$ cat src/rtl/req_tag_alloc.sv
// Request tag allocator: hands out the lowest free tag per accepted request,
// reclaims tags on their final completion, and sequences a flush/drain.
module req_tag_alloc #(
  parameter int TAG_COUNT = 8,
  parameter int HIS_WIDTH = 4,
  parameter int TAG_WIDTH = $clog2(TAG_COUNT)
) (
  input  logic                 clk,
  input  logic                 rst_n,
  input  logic                 req_vld,
  output logic                 req_rdy,
  input  logic [HIS_WIDTH-1:0] req_his,
  output logic                 init_vld,
  output logic [TAG_WIDTH-1:0] init_tag,
  output logic [HIS_WIDTH-1:0] init_his,
  input  logic                 cpl_vld,
  input  logic [TAG_WIDTH-1:0] cpl_tag,
  input  logic                 cpl_last,
  input  logic                 flush_req,
  output logic                 flush_done,
  output logic [TAG_WIDTH:0]   free_cnt,
  output logic                 err_free
);

  // state | meaning
  // RUN   | normal operation, requests accepted while tags are free
  // DRAIN | no new requests, waiting for every tag to be freed
  // DONE  | one-cycle flush_done pulse, then back to RUN
  typedef enum logic [1:0] {
    ST_RUN   = 2'd0,
    ST_DRAIN = 2'd1,
    ST_DONE  = 2'd2
  } state_t;

  localparam logic [TAG_WIDTH:0] CNT_FULL = (TAG_WIDTH + 1)'(TAG_COUNT);

  state_t                 state, state_nxt;
  logic [TAG_COUNT-1:0]   busy, busy_nxt;
  logic [TAG_WIDTH:0]     cnt_nxt;
  logic [TAG_WIDTH-1:0]   alloc_tag;
  logic                   accept;
  logic                   cpl_final;
  logic                   free_ok;
  logic                   free_bad;

  assign req_rdy    = rst_n && (state == ST_RUN) && (free_cnt != '0);
  assign accept     = req_vld && req_rdy;
  assign cpl_final  = cpl_vld && cpl_last;
  assign free_ok    = cpl_final && busy[cpl_tag];
  assign free_bad   = cpl_final && !busy[cpl_tag];
  assign flush_done = (state == ST_DONE);

  // Scan from the top so the last hit written is the lowest free index.
  always_comb begin
    alloc_tag = '0;
    for (int i = TAG_COUNT - 1; i >= 0; i--) begin
      if (!busy[i]) alloc_tag = TAG_WIDTH'(i);
    end
  end

  always_comb begin
    busy_nxt = busy;
    if (accept)  busy_nxt[alloc_tag] = 1'b1;
    if (free_ok) busy_nxt[cpl_tag]   = 1'b0;
    cnt_nxt = free_cnt + {{TAG_WIDTH{1'b0}}, free_ok} - {{TAG_WIDTH{1'b0}}, accept};
  end

  always_comb begin
    state_nxt = state;
    case (state)
      ST_RUN:   if (flush_req) state_nxt = ST_DRAIN;
      ST_DRAIN: if (free_cnt == CNT_FULL) state_nxt = ST_DONE;
      ST_DONE:  state_nxt = ST_RUN;
      default:  state_nxt = ST_RUN;
    endcase
  end

  always_ff @(posedge clk) begin
    if (!rst_n) begin
      state    <= ST_RUN;
      busy     <= '0;
      free_cnt <= CNT_FULL;
      init_vld <= 1'b0;
      init_tag <= '0;
      init_his <= '0;
      err_free <= 1'b0;
    end else begin
      state    <= state_nxt;
      busy     <= busy_nxt;
      free_cnt <= cnt_nxt;
      init_vld <= accept;
      err_free <= free_bad;
      if (accept) begin
        init_tag <= alloc_tag;
        init_his <= req_his;
      end
    end
  end

endmodule

$ cat config.mk
export PLATFORM = sky130hd
export DESIGN_NAME = req_tag_alloc
export DESIGN_NICKNAME = d
export VERILOG_FILES = /design/src/rtl/req_tag_alloc.sv
export SDC_FILE = /design/constraint.sdc
export NUM_CORES = 1
export LEC_CHECK = 0
export ABC_AREA = 0
export ABC_CLOCK_PERIOD_IN_PS = 4000
export BUFFER_PORTS_ARGS = -buffer_cell sky130_fd_sc_hd__buf_4
export CELL_PAD_IN_SITES_DETAIL_PLACEMENT = 1
export CELL_PAD_IN_SITES_GLOBAL_PLACEMENT = 1
export CORE_UTILIZATION = 42
export CTS_CLUSTER_DIAMETER = 40
export DETAILED_ROUTE_END_ITERATION = 8
export HOLD_SLACK_MARGIN = 0.06
export PLACE_DENSITY_LB_ADDON = 0.1
export REMOVE_ABC_BUFFERS = 1
export SYNTH_ARGS = -nofsm -noshare
export SYNTH_HDL_FRONTEND = slang
export SYNTH_SLANG_ARGS = --single-unit
$ cat constraint.sdc
create_clock -name clk -period 4 [get_ports clk]
set_clock_uncertainty 0.05 [all_clocks]
set_input_delay 0.4 -clock clk [delete_from_list [all_inputs] [get_ports clk]]
set_output_delay 0.4 -clock clk [all_outputs]
set_load 0.01 [all_outputs]
==> flow_metrics.env, run 1 <==
export IMPL_drt_pass1_iterations=4
export IMPL_clock_root_buffer="sky130_fd_sc_hd__clkbuf_4"
export IMPL_cts_path_max_buffers=2
export IMPL_cts_max_level=1
export IMPL_core_um2=2567
export IMPL_postRouteAntennaNets=0
export IMPL_finalWeightedCongestion=0.8290
export IMPL_finalHoldViolations=0
export IMPL_hold_depth=3
export IMPL_cts_tree="built"
export IMPL_setup_viol=0
export IMPL_critical_path_peak_fanout=10
export IMPL_die_h_um=54.92
export IMPL_hpwl_um=2263
export IMPL_grt_pass1_vias=1005
export IMPL_top_count_cell_post_synth="sky130_fd_sc_hd__dfxtp_1"
export IMPL_grt_pass1_wl_um=4491
export IMPL_io_pins=28
export IMPL_holdCritStartpoint="req_his[1]"
export IMPL_final_min_clock_period_ps=2645
export IMPL_synth_cell_type_count=45
export IMPL_antenna_found_initial=0
export IMPL_worst_setup_path_start_kind="register"
export IMPL_diodes=0
export IMPL_grt_remaining_overflow=0
export IMPL_fin_worst_hold_slack_ps=267.4
export IMPL_grt_start_max_net_pins=16
export IMPL_synth_flop_cell="sky130_fd_sc_hd__dfxtp_1"
export IMPL_worst_ep_arrival_time_ps=2810
export IMPL_detail_route_wirelength_um=2947
export IMPL_outcome="complete, no violations"
export IMPL_synth_seq_area_share_pct=39.15
export IMPL_finalCritPeriodShare_pct=66.14
export IMPL_cap_viol_max_count=0
export IMPL_placement_rows=18
export IMPL_syn_area_per_cell_um2=9.409
export IMPL_drive_above_1_share_pct=23.38
export IMPL_detail_route_iter0_violations=9
export IMPL_proportion_of_netlist_area_held_by_the_largest_area_contributor_pct=39.15
export IMPL_avgViaCountPerCell=5.598
export IMPL_holdPathEnd="init_his[1]$_SDFFE_PN0N_"
export IMPL_syn_cell_area_um2=1176
export IMPL_numPortBuffers=27
export IMPL_r2r_end="free_cnt[2]$_SDFF_PN0_"
export IMPL_post_cts_setup_buffers=0
export IMPL_number_of_synthesized_flops_with_an_enable_pin=0
export IMPL_worstSetupPathType="reg -> reg"
export IMPL_rsz0062_at_grt="no"
export IMPL_tightest_slew_ps=591.6
export IMPL_critPathSlowestCell="sky130_fd_sc_hd__nor3b_2"
export IMPL_synth_area_top_cells="sky130_fd_sc_hd__dfxtp_1 (39%), sky130_fd_sc_hd__ha_1 (6.4%), sky130_fd_sc_hd__mux2i_1 (5.1%)"
export IMPL_timing_rr_start="free_cnt[2]$_SDFF_PN0_"
export IMPL_dieWidth_um=54.92
export IMPL_netlist_instances=125
export IMPL_track_usage_pct=21.56
export IMPL_max_freq_mhz=378.0
export IMPL_vias_after_detailed_routing=1030
export IMPL_numClockSinks=23
export IMPL_setup_reg_to_reg_worst_slack_ps=1350
export IMPL_ctsResizeCount=0
export IMPL_initial_core_utilization_pct=45.81
export IMPL_power_ir_vdd_worst_mv=0.3874
export IMPL_final_max_slew_violation_count=0
export IMPL_drc_errors_left=0
export IMPL_async_reset_ff_share_pct=0
export IMPL_min_path_type="in -> reg"
export IMPL_holdBufCountCts=0
export IMPL_finalNetCount=175
export IMPL_worstSkewPairLatency_ps=310
export IMPL_max_slew_margin_pct=59.94
export IMPL_totalNegativeSetupSlack_ps=0
export IMPL_leakagePower_nw=0.6125
export IMPL_clk_pin_slew_worst_paths_ps=120
export IMPL_numCtsBuffers=3
export IMPL_synth_largest_area_cell="sky130_fd_sc_hd__dfxtp_1"
export IMPL_power_density_nw_per_um2=415.4
export IMPL_wl_per_cell_um=16.02
export IMPL_yosys_warnings=0
export IMPL_wp_data_required_ps=4170
export IMPL_reg2regPathDepth=11
export IMPL_timing_critical_path_slowest_cell_delay_ps=490
export IMPL_cell_by_cell_listing_of_the_critical_path="inv_1 -> ha_1 -> nor3b_2 -> nor2_2 -> ha_1 -> inv_1 -> ha_1 -> inv_1 -> fa_1 -> xor2_1 -> nor2_1"
export IMPL_area_growth_synth_to_final_pct=21.92
export IMPL_synth_seq_cells=23
export IMPL_dieArea_um2=3016
export IMPL_most_common_library_cells_after_synthesis="sky130_fd_sc_hd__dfxtp_1 (23), sky130_fd_sc_hd__inv_1 (10), sky130_fd_sc_hd__a21oi_1 (8), sky130_fd_sc_hd__nor2_1 (8), sky130_fd_sc_hd__nand2_1 (7)"
export IMPL_cp_end_kind="register"
worst max-delay path by stage:
stage                                start                      to
floorplan           free_cnt[2]$_SDFF_PN0_  free_cnt[2]$_SDFF_PN0_
global placement                     rst_n  free_cnt[2]$_SDFF_PN0_
detailed placement                   rst_n  free_cnt[3]$_SDFF_PN1_
CTS                 free_cnt[2]$_SDFF_PN0_  free_cnt[2]$_SDFF_PN0_
global route        free_cnt[2]$_SDFF_PN0_  free_cnt[2]$_SDFF_PN0_
finish              free_cnt[2]$_SDFF_PN0_  free_cnt[2]$_SDFF_PN0_
state kept, by name, indices dropped and copies added (netlist names):
signal,count
err_free,1
busy,8
init_his,4
init_tag,3
state,2
free_cnt,4
init_vld,1
layout make-up:
cell class	instances	area (µm²)
fill	318	1134
inverter	11	41.29
clock buffer	4	26.28
multi-input combinational	89	665.6
tap	30	37.54
timing repair buffer	27	202.7
sequential	23	460.4
cell usage in the layout, fill, tap and decap left out, types with 2 or more instances in the layout:
cell type	synthesis	layout
sky130_fd_sc_hd__and2_1	2	2
sky130_fd_sc_hd__o21bai_1	2	2
sky130_fd_sc_hd__nor3b_1	3	3
sky130_fd_sc_hd__dfxtp_1	23	23
sky130_fd_sc_hd__ha_1	6	6
sky130_fd_sc_hd__o31ai_1	2	2
sky130_fd_sc_hd__clkbuf_4	0	3
sky130_fd_sc_hd__nor3_1	3	3
sky130_fd_sc_hd__nand2_1	7	7
sky130_fd_sc_hd__inv_1	10	10
sky130_fd_sc_hd__mux2i_1	6	6
sky130_fd_sc_hd__o21ai_0	4	4
sky130_fd_sc_hd__a21oi_1	8	8
sky130_fd_sc_hd__buf_4	0	27
sky130_fd_sc_hd__o32ai_1	2	2
sky130_fd_sc_hd__o221a_1	5	5
sky130_fd_sc_hd__nand2b_1	5	5
sky130_fd_sc_hd__nor2_1	8	8
critical path, delay by kind of cell, from the launching register on:
family / cells / cell delay, ps
flip-flops: 1 / 330
adder cells (fa/ha/maj): 4 / 1020
AND/OR/NAND/NOR: 3 / 770
XOR/XNOR: 1 / 150
buffers and inverters: 3 / 230
stage by stage:
stage / std cells / setup slack [ps] / power (mW) / instance area, µm² / utilization (%)
2_1_floorplan: 123 / 1628 / 0.4099 / 1167 / -
3_3_place_gp: 180 / 1331 / 0.4820 / 1408 / 54.82
3_5_place_dp: 180 / 1223 / 0.4934 / 1408 / 54.82
4_1_cts: 184 / 1334 / 0.6027 / 1434 / 55.85
5_1_grt: 184 / 1112 / 0.6376 / 1434 / 55.85
6_report: 184 / 1355 / 0.5957 / 1434 / 55.85
where the power goes:
group	switching (mW)	leakage, nW	internal [mW]
logic	0.104	0.410	0.103
registers	0.0236	0.187	0.255
clock network	0.0705	0.0150	0.0390
total	0.199	0.613	0.397
kinds of logic after synthesis:
| family | count (synthesis) | share of synthesized area, % |
|---|---|---|
| DFF | 23 | 39.15 |
| buffers and inverters | 13 | 4.255 |
| xor gates and xnor gates | 2 | 1.490 |
| AOI/OAI and AO/OA | 33 | 21.38 |
| adders and majority gates | 7 | 8.085 |
| muxes | 6 | 5.107 |
| and+or+nand+nor | 41 | 20.53 |
routing by layer:
layer,vias to the layer above,share of wire [%],global-route usage [%]
li1,514,-,-
met1,498,45,25.46
met2,16,51,37.55
met3,2,3.1,6.011
met4,0,0.64,6.667
met5,-,0,0
(Power assumes the default switching activity.)
==> run 2, diff against run 1 <==
--- a/config.mk
+++ b/config.mk
@@ -5,12 +5,12 @@
 export SDC_FILE = /design/constraint.sdc
 export NUM_CORES = 1
 export LEC_CHECK = 0
-export ABC_AREA = 0
-export ABC_CLOCK_PERIOD_IN_PS = 4000
+export ABC_AREA = 1
+export ABC_CLOCK_PERIOD_IN_PS = 2600
 export BUFFER_PORTS_ARGS = -buffer_cell sky130_fd_sc_hd__buf_4
 export CELL_PAD_IN_SITES_DETAIL_PLACEMENT = 1
 export CELL_PAD_IN_SITES_GLOBAL_PLACEMENT = 1
-export CORE_UTILIZATION = 42
+export CORE_UTILIZATION = 37
 export CTS_CLUSTER_DIAMETER = 40
 export DETAILED_ROUTE_END_ITERATION = 8
 export HOLD_SLACK_MARGIN = 0.06
==> constraint.sdc (replaced) <==
create_clock -name clk -period 2.6 [get_ports clk]
set_clock_uncertainty 0.05 [all_clocks]
set_input_delay 0.26 -clock clk [delete_from_list [all_inputs] [get_ports clk]]
set_output_delay 0.26 -clock clk [all_outputs]
set_load 0.01 [all_outputs]
==> run 2 against run 1 <==
Effect of this change:
- sequential power is 55% higher
- highest routed layer unchanged
- non-clock buffer count rose by 2
- maximum frequency up 16%
- final cell count rose by 42%
- via count increased by 23%
- hold slack got worse by 170 ps
- combinational power rose by 81%
- register-to-register slack got worse by 1000 ps
- wire length is 13% higher
- flip-flop and latch count stayed put
==> flow_metrics.env, run 2 <==
export IMPL_outcome="complete, no violations"
export IMPL_dieWidth_um=60.65
export IMPL_hpwl_um=2685
export IMPL_detail_route_wirelength_um=3319
export IMPL_number_of_synthesized_flops_with_an_enable_pin=0
export IMPL_post_route_util_pct=49.13
export IMPL_fillerInstances=446
export IMPL_grt_pass1_vias=1237
export IMPL_netSwitchingPower_mw=0.3589
export IMPL_power_density_nw_per_um2=632.7
export IMPL_min_path_type="in -> reg"
export IMPL_p_int_mw=0.6212
export IMPL_wp_data_required_ps=2770
export IMPL_most_common_library_cells_after_synthesis="sky130_fd_sc_hd__nand2_1 (53), sky130_fd_sc_hd__inv_1 (33), sky130_fd_sc_hd__dfxtp_1 (23)"
export IMPL_cp_end_kind="register"
export IMPL_largest_register="busy"
export IMPL_grt_pass1_wl_um=5402
export IMPL_proportion_of_netlist_area_held_by_the_largest_area_contributor_pct=36.18
export IMPL_setup_viol=0
export IMPL_drc_errors_left=0
export IMPL_power_switching_fraction_pct=36.62
export IMPL_hold_depth=3
export IMPL_power_ir_vdd_worst_mv=0.3128
export IMPL_avgViaCountPerCell=4.821
export IMPL_cp_top_family="adder cells"
export IMPL_critical_path_buf_inv_count=4
export IMPL_totalNegativeSetupSlack_ps=0
export IMPL_numClockSinks=23
export IMPL_antenna_found_initial=0
export IMPL_drive_above_1_share_pct=18.35
export IMPL_worst_setup_path_start_kind="register"
export IMPL_cap_viol_max_count=0
export IMPL_rsz0062_at_grt="no"
export IMPL_die_h_um=60.65
export IMPL_clk_pin_slew_worst_paths_ps=130
export IMPL_r2r_end="free_cnt[3]$_SDFF_PN1_"
export IMPL_area_growth_synth_to_final_pct=21.73
export IMPL_reg_top3="busy x8, free_cnt x4, init_his x4"
export IMPL_max_slew_margin_pct=81.31
export IMPL_worst_ep_arrival_time_ps=2450
export IMPL_async_reset_ff_share_pct=0
export IMPL_final_max_slew_violation_count=0
export IMPL_leakagePower_nw=0.7506
export IMPL_initial_core_utilization_pct=40.36
export IMPL_seqPwrFrac_pct=43.8
export IMPL_syn_cell_area_um2=1272
export IMPL_placed_cells=258
export IMPL_final_min_clock_period_ps=2276
export IMPL_grt_remaining_overflow=0
export IMPL_tightest_slew_ps=277.5
export IMPL_numPortBuffers=27
export IMPL_finalWeightedCongestion=0.8901
export IMPL_io_pins=28
export IMPL_syn_area_per_cell_um2=6.733
export IMPL_cts_path_max_buffers=2
export IMPL_vias_after_detailed_routing=1263
export IMPL_cts_tree="built"
export IMPL_timing_rr_start="free_cnt[2]$_SDFF_PN0_"
export IMPL_holdBufCountCts=0
export IMPL_clock_root_buffer="sky130_fd_sc_hd__clkbuf_4"
export IMPL_holdCritStartpoint="flush_req"
export IMPL_detail_route_iter0_violations=51
export IMPL_finalWorstSetupSlack_ps=323.6
export IMPL_wl_per_cell_um=12.67
export IMPL_top_count_cell_post_synth="sky130_fd_sc_hd__nand2_1"
export IMPL_critical_path_peak_fanout=10
export IMPL_clkPwrFrac_pct=17.8
export IMPL_holdPathEnd="state[0]$_SDFFE_PN0P_"
export IMPL_setup_reg_to_reg_worst_slack_ps=320
export IMPL_detailedPlace_worstSlack_ps=224.8
export IMPL_grt_start_max_net_pins=14
export IMPL_synth_cell_type_count=24
export IMPL_placement_rows=20
export IMPL_finalCritPeriodShare_pct=87.55
export IMPL_reg2regPathDepth=14
export IMPL_post_cts_setup_buffers=0
export IMPL_fin_worst_hold_slack_ps=100.3
export IMPL_finalHoldViolations=0
export IMPL_max_freq_mhz=439.3
export IMPL_mostFrequentLayoutCell="sky130_fd_sc_hd__nand2_1"
export IMPL_worstSetupPathType="reg -> reg"
export IMPL_power_share_combinational_pct=38.4
export IMPL_netlist_instances=189
export IMPL_numCtsBuffers=3
export IMPL_timing_critical_path_slowest_cell_delay_ps=360
export IMPL_finalNetCount=239
export IMPL_core_um2=3153
export IMPL_track_usage_pct=20.50
export IMPL_diodes=0
export IMPL_worstSkewPairLatency_ps=320
export IMPL_yosys_warnings=0
export IMPL_cts_max_level=1
export IMPL_cell_by_cell_listing_of_the_critical_path="inv_1 -> ha_1 -> nand3_1 -> nand3_4 -> inv_4 -> ha_1 -> inv_1 -> ha_1 -> nand2_1 -> nor2_1 -> a211oi_1 -> inv_1 -> a21oi_1 -> o21ai_0"
export IMPL_dieArea_um2=3678
export IMPL_drt_pass1_iterations=4
export IMPL_largest_reg_flops=8
export IMPL_postRouteAntennaNets=0
export IMPL_ff_latch_area_um2=460.4
export IMPL_multiInputGateArea_um2=658.1
export IMPL_layout_common_cells="sky130_fd_sc_hd__nand2_1 (53), sky130_fd_sc_hd__inv_1 (33), sky130_fd_sc_hd__buf_4 (29)"
export IMPL_synth_flop_cell="sky130_fd_sc_hd__dfxtp_1"
export IMPL_critPathSlowestCell="sky130_fd_sc_hd__dfxtp_1"
export IMPL_synth_seq_area_share_pct=36.18
export IMPL_synth_largest_area_cell="sky130_fd_sc_hd__dfxtp_1"
export IMPL_synth_area_top_cells="sky130_fd_sc_hd__dfxtp_1 (36%), sky130_fd_sc_hd__nand2_1 (16%), sky130_fd_sc_hd__inv_1 (9.7%)"
export IMPL_synth_seq_cells=23
export IMPL_final_non_filler_cell_total=262
## run 2: cell count changes after synthesis, sizes merged, moves of 3 or more
| cell | previous run | this run |
|---|---|---|
| inv | 11 | 34 |
| o221a | 5 | 0 |
| nor3b | 4 | 0 |
| nand3 | 1 | 20 |
| a21oi | 8 | 13 |
| nor2 | 9 | 16 |
| mux2i | 6 | 0 |
| nand2b | 5 | 0 |
| o31ai | 3 | 0 |
| nand2 | 7 | 55 |
## run 2: metrics by stage
stage,cell area [µm²],power [mW]
after global routing,1549,1.063
after CTS,1546,0.9936
final,1549,0.9800
after global placement,1519,0.7927
after detailed placement,1519,0.8184
after floorplan,1246,0.6664
## run 2: kinds of logic after synthesis
logic type | share of synthesized area, %
fa+ha+maj | 7.473
simple gates | 34.51
xor+xnor | 0.6884
buf+inv | 12.09
compound gates | 9.046
flops | 36.18
## run 2: worst max-delay path by stage
| stage | from | to | slack [ps] | cells after the start |
|---|---|---|---|---|
| after CTS | free_cnt[2]$_SDFF_PN0_ | free_cnt[3]$_SDFF_PN1_ | 240 | 14 |
| after floorplan | free_cnt[2]$_SDFF_PN0_ | free_cnt[2]$_SDFF_PN0_ | 370 | 12 |
| final | free_cnt[2]$_SDFF_PN0_ | free_cnt[3]$_SDFF_PN1_ | 320 | 14 |
| after detailed placement | cpl_tag[0] | free_cnt[2]$_SDFF_PN0_ | 220 | 16 |
| after global placement | cpl_tag[0] | free_cnt[2]$_SDFF_PN0_ | 320 | 16 |
| after global routing | free_cnt[2]$_SDFF_PN0_ | free_cnt[3]$_SDFF_PN1_ | 10 | 14 |
## run 2: tightest hold or removal path, cell delays in order
cell	delay (ps)
sky130_fd_sc_hd__buf_4	80
sky130_fd_sc_hd__nand2_1	50
sky130_fd_sc_hd__o21ai_0	60
## run 2: what timing repair did
item,in CTS,in global routing
resized for setup,0,1
endpoints found under the setup margin,0,1
endpoints found under the hold margin,0,0
## run 2: layout make-up
class	instances	area share (%)
timing repair buffer	29	14.05
inverter	34	8.401
sequential	23	29.73
clock inverter	1	0.3231
clock buffer	3	1.454
tap	44	3.554
multi-input combinational	128	42.49
## run 2: per-layer routing
layer  GRT usage, %  vias up  routed length (µm)  share of wire [%]
met5              0        -                   0                  0
met1          23.55      590                1425                 43
met4          7.792        0                  46                1.4
met2          37.68       19                1738                 52
met3          3.625        4                 109                3.3
li1               -      650                   -                  -
## run 2: power groups by stage
stage | logic, mW | clock network, mW | registers [mW]
floorplan | 0.218 | 0 | 0.448
global placement | 0.358 | 0 | 0.435
detailed placement | 0.380 | 0 | 0.438
CTS | 0.383 | 0.180 | 0.431
global route | 0.435 | 0.192 | 0.436
finish | 0.376 | 0.174 | 0.430
